===== src/rtl/tdc_ctrl_if.sv =====
// rtl/tdc_ctrl_if.sv - control, sample and result signals between the sequencer and its user
interface tdc_ctrl_if #(
  parameter int NTDC = 64,
  parameter int PW   = 7
);
  logic            enable;
  logic            cal_start;
  logic [NTDC-1:0] sampled_tdc;
  logic [PW-1:0]   phase;
  logic            phase_valid;
  logic            no_edge;
  logic [PW-1:0]   period_est;
  logic            cal_done;
  logic            cal_err;

  // User side: drives control and TDC samples, observes decoded results
  modport master (
    output enable, cal_start, sampled_tdc,
    input  phase, phase_valid, no_edge, period_est, cal_done, cal_err
  );

  // Sequencer side
  modport slave (
    input  enable, cal_start, sampled_tdc,
    output phase, phase_valid, no_edge, period_est, cal_done, cal_err
  );
endinterface


===== src/rtl/tdc_ctrl.sv =====
// rtl/tdc_ctrl.sv - delay-line TDC capture, edge decode, period calibration and phase streaming
module tdc_ctrl #(
  parameter int NTDC        = 64,
  parameter int PW          = 7,
  parameter int SETTLE_CYC  = 4,
  parameter int CAL_LOG2    = 4,
  parameter int CAL_TIMEOUT = 256
) (
  input logic        ref_clk,
  input logic        rst_n,
  tdc_ctrl_if.slave  bus
);

  localparam int ACC_W = PW + CAL_LOG2;
  localparam int N_W   = CAL_LOG2 + 1;
  localparam int ST_W  = $clog2(SETTLE_CYC + 1);
  localparam int TMO_W = $clog2(CAL_TIMEOUT + 1);

  localparam logic [N_W-1:0]   N_TARGET   = N_W'(1 << CAL_LOG2);
  localparam logic [TMO_W-1:0] TMO_TARGET = TMO_W'(CAL_TIMEOUT);
  localparam logic [ST_W-1:0]  ST_LAST    = ST_W'(SETTLE_CYC - 1);

  typedef enum logic [1:0] {IDLE, SETTLE, CAL, RUN} state_t;

  state_t           state;
  logic [NTDC-1:0]  s1;
  logic [ST_W-1:0]  settle_cnt;
  logic [ACC_W-1:0] acc;
  logic [N_W-1:0]   n_cnt;
  logic [TMO_W-1:0] tmo_cnt;

  logic [PW-1:0]    phase_q;
  logic             phase_valid_q;
  logic             no_edge_q;
  logic [PW-1:0]    period_q;
  logic             cal_done_q;
  logic             cal_err_q;

  logic [PW-1:0]    rise;
  logic [PW-1:0]    fall;
  logic             rise_found;
  logic             fall_found;
  logic             both_found;
  logic [PW-1:0]    diff;
  logic [ACC_W-1:0] acc_next;
  logic [ACC_W:0]   acc_dbl;
  logic [N_W-1:0]   n_inc;
  logic [TMO_W-1:0] tmo_inc;

  // Capture stage: taps are still settling after the edge, so only the registered copy is decoded
  always_ff @(posedge ref_clk or negedge rst_n) begin
    if (!rst_n) s1 <= '0;
    else        s1 <= bus.sampled_tdc;
  end

  // Edge decode: scan downward so the lowest-index transition of each kind wins (bubbles ignored)
  always_comb begin
    rise       = '0;
    fall       = '0;
    rise_found = 1'b0;
    fall_found = 1'b0;
    for (int k = NTDC - 1; k >= 1; k--) begin
      if (!s1[k-1] && s1[k]) begin
        rise       = PW'(k);
        rise_found = 1'b1;
      end
      if (s1[k-1] && !s1[k]) begin
        fall       = PW'(k);
        fall_found = 1'b1;
      end
    end
  end

  // Half-period measurement and accumulator/counter next values
  always_comb begin
    both_found = rise_found && fall_found;
    diff       = (rise >= fall) ? (rise - fall) : (fall - rise);
    acc_next   = acc + ACC_W'(diff);
    acc_dbl    = {acc_next, 1'b0};
    n_inc      = n_cnt + 1'b1;
    tmo_inc    = tmo_cnt + 1'b1;
  end

  // Sequencer: enable low always wins; all outputs are registered here
  always_ff @(posedge ref_clk or negedge rst_n) begin
    if (!rst_n) begin
      state         <= IDLE;
      settle_cnt    <= '0;
      acc           <= '0;
      n_cnt         <= '0;
      tmo_cnt       <= '0;
      phase_q       <= '0;
      phase_valid_q <= 1'b0;
      no_edge_q     <= 1'b0;
      period_q      <= '0;
      cal_done_q    <= 1'b0;
      cal_err_q     <= 1'b0;
    end else if (!bus.enable) begin
      state         <= IDLE;
      phase_valid_q <= 1'b0;
      cal_done_q    <= 1'b0;
    end else begin
      case (state)
        IDLE: begin
          phase_valid_q <= 1'b0;
          if (bus.cal_start) begin
            state      <= SETTLE;
            settle_cnt <= '0;
            cal_err_q  <= 1'b0;
            cal_done_q <= 1'b0;
          end
        end
        SETTLE: begin
          phase_valid_q <= 1'b0;
          acc           <= '0;
          n_cnt         <= '0;
          tmo_cnt       <= '0;
          if (settle_cnt == ST_LAST) state <= CAL;
          else                       settle_cnt <= settle_cnt + 1'b1;
        end
        CAL: begin
          phase_valid_q <= 1'b0;
          tmo_cnt       <= tmo_inc;
          if (both_found) begin
            acc   <= acc_next;
            n_cnt <= n_inc;
          end
          // A sample that completes the average takes priority over a coincident timeout
          if (both_found && n_inc == N_TARGET) begin
            period_q   <= PW'(acc_dbl >> CAL_LOG2);
            cal_done_q <= 1'b1;
            state      <= RUN;
          end else if (tmo_inc == TMO_TARGET) begin
            cal_err_q  <= 1'b1;
            cal_done_q <= 1'b0;
            state      <= IDLE;
          end
        end
        RUN: begin
          phase_valid_q <= 1'b1;
          if (rise_found) begin
            phase_q   <= rise;
            no_edge_q <= 1'b0;
          end else begin
            no_edge_q <= 1'b1;
          end
          // Recalibration keeps the old period estimate until the new one is ready
          if (bus.cal_start) begin
            state      <= SETTLE;
            settle_cnt <= '0;
            cal_done_q <= 1'b0;
            cal_err_q  <= 1'b0;
          end
        end
        default: state <= IDLE;
      endcase
    end
  end

  assign bus.phase       = phase_q;
  assign bus.phase_valid = phase_valid_q;
  assign bus.no_edge     = no_edge_q;
  assign bus.period_est  = period_q;
  assign bus.cal_done    = cal_done_q;
  assign bus.cal_err     = cal_err_q;

endmodule


===== src/flat_wrapper.sv =====
// flat-port wrapper written by rule: the top's interface ports become plain ports
module tdc_ctrl_flat 
#(
  parameter int NTDC        = 64,
  parameter int PW          = 7,
  parameter int SETTLE_CYC  = 4,
  parameter int CAL_LOG2    = 4,
  parameter int CAL_TIMEOUT = 256
)
  (ref_clk, rst_n, bus_enable, bus_cal_start, bus_sampled_tdc, bus_phase, bus_phase_valid, bus_no_edge, bus_period_est, bus_cal_done, bus_cal_err);
  tdc_ctrl_if #(.NTDC(NTDC), .PW(PW)) bus_i ();
  input logic ref_clk;
  input logic rst_n;
  input wire logic [$bits(bus_i.enable)-1:0] bus_enable;
  input wire logic [$bits(bus_i.cal_start)-1:0] bus_cal_start;
  input wire logic [$bits(bus_i.sampled_tdc)-1:0] bus_sampled_tdc;
  output wire logic [$bits(bus_i.phase)-1:0] bus_phase;
  output wire logic [$bits(bus_i.phase_valid)-1:0] bus_phase_valid;
  output wire logic [$bits(bus_i.no_edge)-1:0] bus_no_edge;
  output wire logic [$bits(bus_i.period_est)-1:0] bus_period_est;
  output wire logic [$bits(bus_i.cal_done)-1:0] bus_cal_done;
  output wire logic [$bits(bus_i.cal_err)-1:0] bus_cal_err;
  assign bus_i.enable = bus_enable;
  assign bus_i.cal_start = bus_cal_start;
  assign bus_i.sampled_tdc = bus_sampled_tdc;
  assign bus_phase = bus_i.phase;
  assign bus_phase_valid = bus_i.phase_valid;
  assign bus_no_edge = bus_i.no_edge;
  assign bus_period_est = bus_i.period_est;
  assign bus_cal_done = bus_i.cal_done;
  assign bus_cal_err = bus_i.cal_err;
  tdc_ctrl #(.NTDC(NTDC), .PW(PW), .SETTLE_CYC(SETTLE_CYC), .CAL_LOG2(CAL_LOG2), .CAL_TIMEOUT(CAL_TIMEOUT)) u_core (.ref_clk(ref_clk), .rst_n(rst_n), .bus(bus_i));
endmodule

===== config.mk =====
export PLATFORM = sky130hd
export DESIGN_NAME = tdc_ctrl_flat
export DESIGN_NICKNAME = d
export VERILOG_FILES = /design/src/rtl/tdc_ctrl_if.sv /design/src/rtl/tdc_ctrl.sv /design/src/flat_wrapper.sv
export SDC_FILE = /design/constraint.sdc
export NUM_CORES = 1
export LEC_CHECK = 0
export CAP_MARGIN = 25
export CELL_PAD_IN_SITES_DETAIL_PLACEMENT = 1
export CELL_PAD_IN_SITES_GLOBAL_PLACEMENT = 1
export CORE_UTILIZATION = 35
export CTS_CLUSTER_DIAMETER = 80
export CTS_CLUSTER_SIZE = 25
export DETAILED_ROUTE_END_ITERATION = 6
export GPL_TIMING_DRIVEN = 0
export PLACE_DENSITY = 0.65
export SYNTH_ARGS = -nofsm -noshare
export SYNTH_HDL_FRONTEND = slang
export SYNTH_SLANG_ARGS = --single-unit

===== constraint.sdc =====
create_clock -name ref_clk -period 8.85 [get_ports ref_clk]
set_clock_uncertainty 0.2 [all_clocks]
set_input_delay 0.885 -clock ref_clk [delete_from_list [all_inputs] [get_ports ref_clk]]
set_output_delay 0.885 -clock ref_clk [all_outputs]
set_load 0.005 [all_outputs]

==> results.yml <==
synthesis:
  synth_seq_area_share: 0.375
  synth_cells: 859
  synth_top_cell_by_area: "dfrtp_1"
  yosysWarnings: 0
  ys_ff_latch: 110
  syn-num-nets: 957
  synth-edff-count: 0
  async_flop_share: 1.00
  synth_top_flop_cell: "dfrtp_1"
  avgSynthCellArea_um2: 8.55
  synth_top_area_frac: 0.375
  yosys-top-cells-area: "dfrtp_1 37%, ha_1 4.6%, nor2b_1 4.6%"
  synth.distinct_cells: 77
  netlist_area_um2: 7340
sta:
  worst_slew_pin_slew_ps: 866
  slew_headroom: 0.417
  period_needed_ps: 6570
  setup_viol: 0
  finalCritPeriodShare: 0.742
  fin_worst_hold_slack_ps: 250
  rsz0062_at_grt: "false"
  max_freq_ghz: 0.152
  setup_slack_ps: 2280
  setup_tns_ps: 0
  maxSlewViolCount: 0
  finalHoldViolations: 0
die:
  die_area_um2: 21600
  ios: 86
  die_x_um: 147
  core_um2: 20400
  start_util: 0.360
  rows: 52
  die_h_um: 147
placed_design:
  place_ws_ps: 2300
  dpl_cell_area_um2: 8560
  place.gp.congestion: 0.857
  dpl.hpwl_um: 16600
  portBuffers: 84
route:
  drt_first_pass_iters: 6
  detail-route-antenna-nets: 0
  dr_wl_met2_um: 10000
  viasPerCell: 5.41
  wl_met1_um: 10600
  post-route-drc-count: 0
  routed_wl_um: 21400
  routed.top_layer: "met4"
  dr_total_vias: 6664
  route.met3.wl_um: 503
  wl_per_cell_um: 17.4
  drt_iter0_drc: 299
cells_and_area:
  drive_above_1_share: 0.0520
  nets: 1055
  register_area_um2: 2750
  area_growth_pct: 20.6
  antenna_cells: 0
  fill_cells: 2432
  utilization: 0.434
  design_area_um2: 8860
  multi_input_area_um2: 4240
critical_path:
  path_class: "reg -> reg"
  worstSetupStartpointType: "flop"
  required_ps: 8900
  worst-path-buf-inv: 3
  path_common_cell: "o21ai_0"
  cpMaxStageDelayCell: "o21ai_0"
  critPathArrivalTime_ps: 6620
  endpoint_kind: "flop"
  crit_path_max_incr_delay_ps: 700
  crit_fanout: 9
  critPathTopFamily: "compound AO/OA/AOI/OAI gates"
global_route:
  grt_pass1_wl_um: 35600
  grt_max_degree: 65
  grt-ovfl-total: 0
  grtUsageTotal: 0.207
  grt_pass1_vias: 6948
  grt_antenna_before_repair: 0
power_and_ir_drop:
  pwr_density_cell_nw_per_um2: 177
  p_leak_nw: 3.77
  vdd_drop_max_mv: 0.0860
clock_network:
  clk_latency_ps: 360
  cts.sinks: 110
  clk_path_buf_depth: 2
  ctsResizeCount: 0
  h-tree-depth: 3
  cts_root_buf: "clkbuf_16"
  cts_buffers: 9
  cts_setup_buffers: 0
  cts_tree: "built"
  holdBufCountCts: 0
  clk_pin_slew_ps: 80
min_path:
  hold_class: "in -> async"
flow_run:
  maxCapViolations: 0
run_status:
  outcome: "finished, final reports clean"
==> placed cells by master (no fill, tap or decap), types with 11 or more instances in the layout <==
master,netlist,routed
nor4_1,11,11
inv_1,74,74
a21oi_1,44,44
dfrtp_1,110,110
nor2b_1,54,54
nand2_1,81,81
nand2b_1,36,36
nand3_1,31,31
ha_1,27,27
nor2_1,63,63
and2_1,13,13
o21ai_0,62,62
nor3_1,18,18
clkdlybuf4s50_1,0,83
==> cell type report <==
type                       count  share of cell area
buffer                        14             0.00763
clock buffer                  10              0.0258
tap                          270              0.0381
timing repair buffer          87              0.0992
clock inverter                 6             0.00777
sequential                   110               0.311
inverter                      75              0.0318
multi-input combinational    660               0.479
==> cells in the mapped netlist, types with 8 or more instances <==
master,count
a21boi_0,8
a21oi_1,44
a22o_1,10
a31oi_1,8
and2_1,13
clkbuf_1,9
dfrtp_1,110
ha_1,27
inv_1,74
nand2_1,81
nand2b_1,36
nand3_1,31
nand4_1,10
nor2_1,63
nor2b_1,54
nor3_1,18
nor4_1,11
o211ai_1,8
o21ai_0,62
o22ai_1,8
==> through the flow <==
stage / total power [W] / instances
final: 0.00157 / 1232
after global routing: 0.00168 / 1232
after CTS: 0.00159 / 1232
after detailed placement: 0.00116 / 1216
after global placement: 0.00115 / 1213
after floorplan: 0.000973 / 859
==> worst register-to-register path, cell delays in order (launching register included) <==
cell and delay [ps]:
dfrtp_1 330, clkbuf_1 290, and2_1 210, o22ai_1 110, a211oi_1 410, nand3_1 170
a31oi_1 250, a2111oi_0 100, buf_1 180, o21ai_0 700, inv_1 100, ha_1 320
a21o_1 130, a21oi_1 110, o21ai_1 470, mux2i_1 320, a21boi_0 150, o21ai_0 230
xnor2_1 130, ha_1 340, a21boi_0 270, o21ai_0 140, a21boi_0 260, o21ai_0 140
xnor2_1 150, mux2_2 260
==> cells by family after synthesis <==
logic type | synth area share
simple gates | 0.257
other cells | 0.000511
xor+xnor | 0.0131
mux | 0.0148
fa+ha+maj | 0.0542
compound gates | 0.238
buf+inv | 0.0475
flops | 0.375
==> power breakdown <==
part / switching (W) / total [W] / leakage, nW / internal, W
Clock: 0.000198 / 0.000420 / 0.143 / 0.000222
Combinational: 0.000291 / 0.000528 / 2.26 / 0.000237
Sequential: 0.0000637 / 0.000622 / 1.37 / 0.000558
Total: 0.000553 / 0.00157 / 3.77 / 0.00102
==> layer usage <==
layer  GRT usage  vias up
met4      0.0510        0
met3      0.0292       14
met1       0.280     3285
met2       0.345       62
li1            -     3303
met5           0        -
==> worst paths after layout <==
check                                      from                        to  slack (ps)  cells after the start
setup / recovery                  u_core.s1[21]  u_core.bus.period_est[5]        2280                     25
hold / removal                            rst_n             u_core.s1[29]         250                      1
setup reg to reg                  u_core.s1[21]  u_core.bus.period_est[5]        2280                     25
hold reg to reg            u_core.settle_cnt[2]      u_core.settle_cnt[2]         290                      2
max in group asynchronous                 rst_n           u_core.n_cnt[4]        7530                      2
min in group ref_clk       u_core.settle_cnt[2]      u_core.settle_cnt[2]         290                      2
==> flip-flops by register name, indices dropped and copies added, names as in the netlist, 2 cells and up <==
| register | count |
|---|---|
| u_core.acc | 10 |
| u_core.bus.period_est | 7 |
| u_core.bus.phase | 6 |
| u_core.n_cnt | 5 |
| u_core.s1 | 64 |
| u_core.settle_cnt | 3 |
| u_core.state | 2 |
| u_core.tmo_cnt | 9 |
Note: power is estimated with default switching activity, not from simulation.
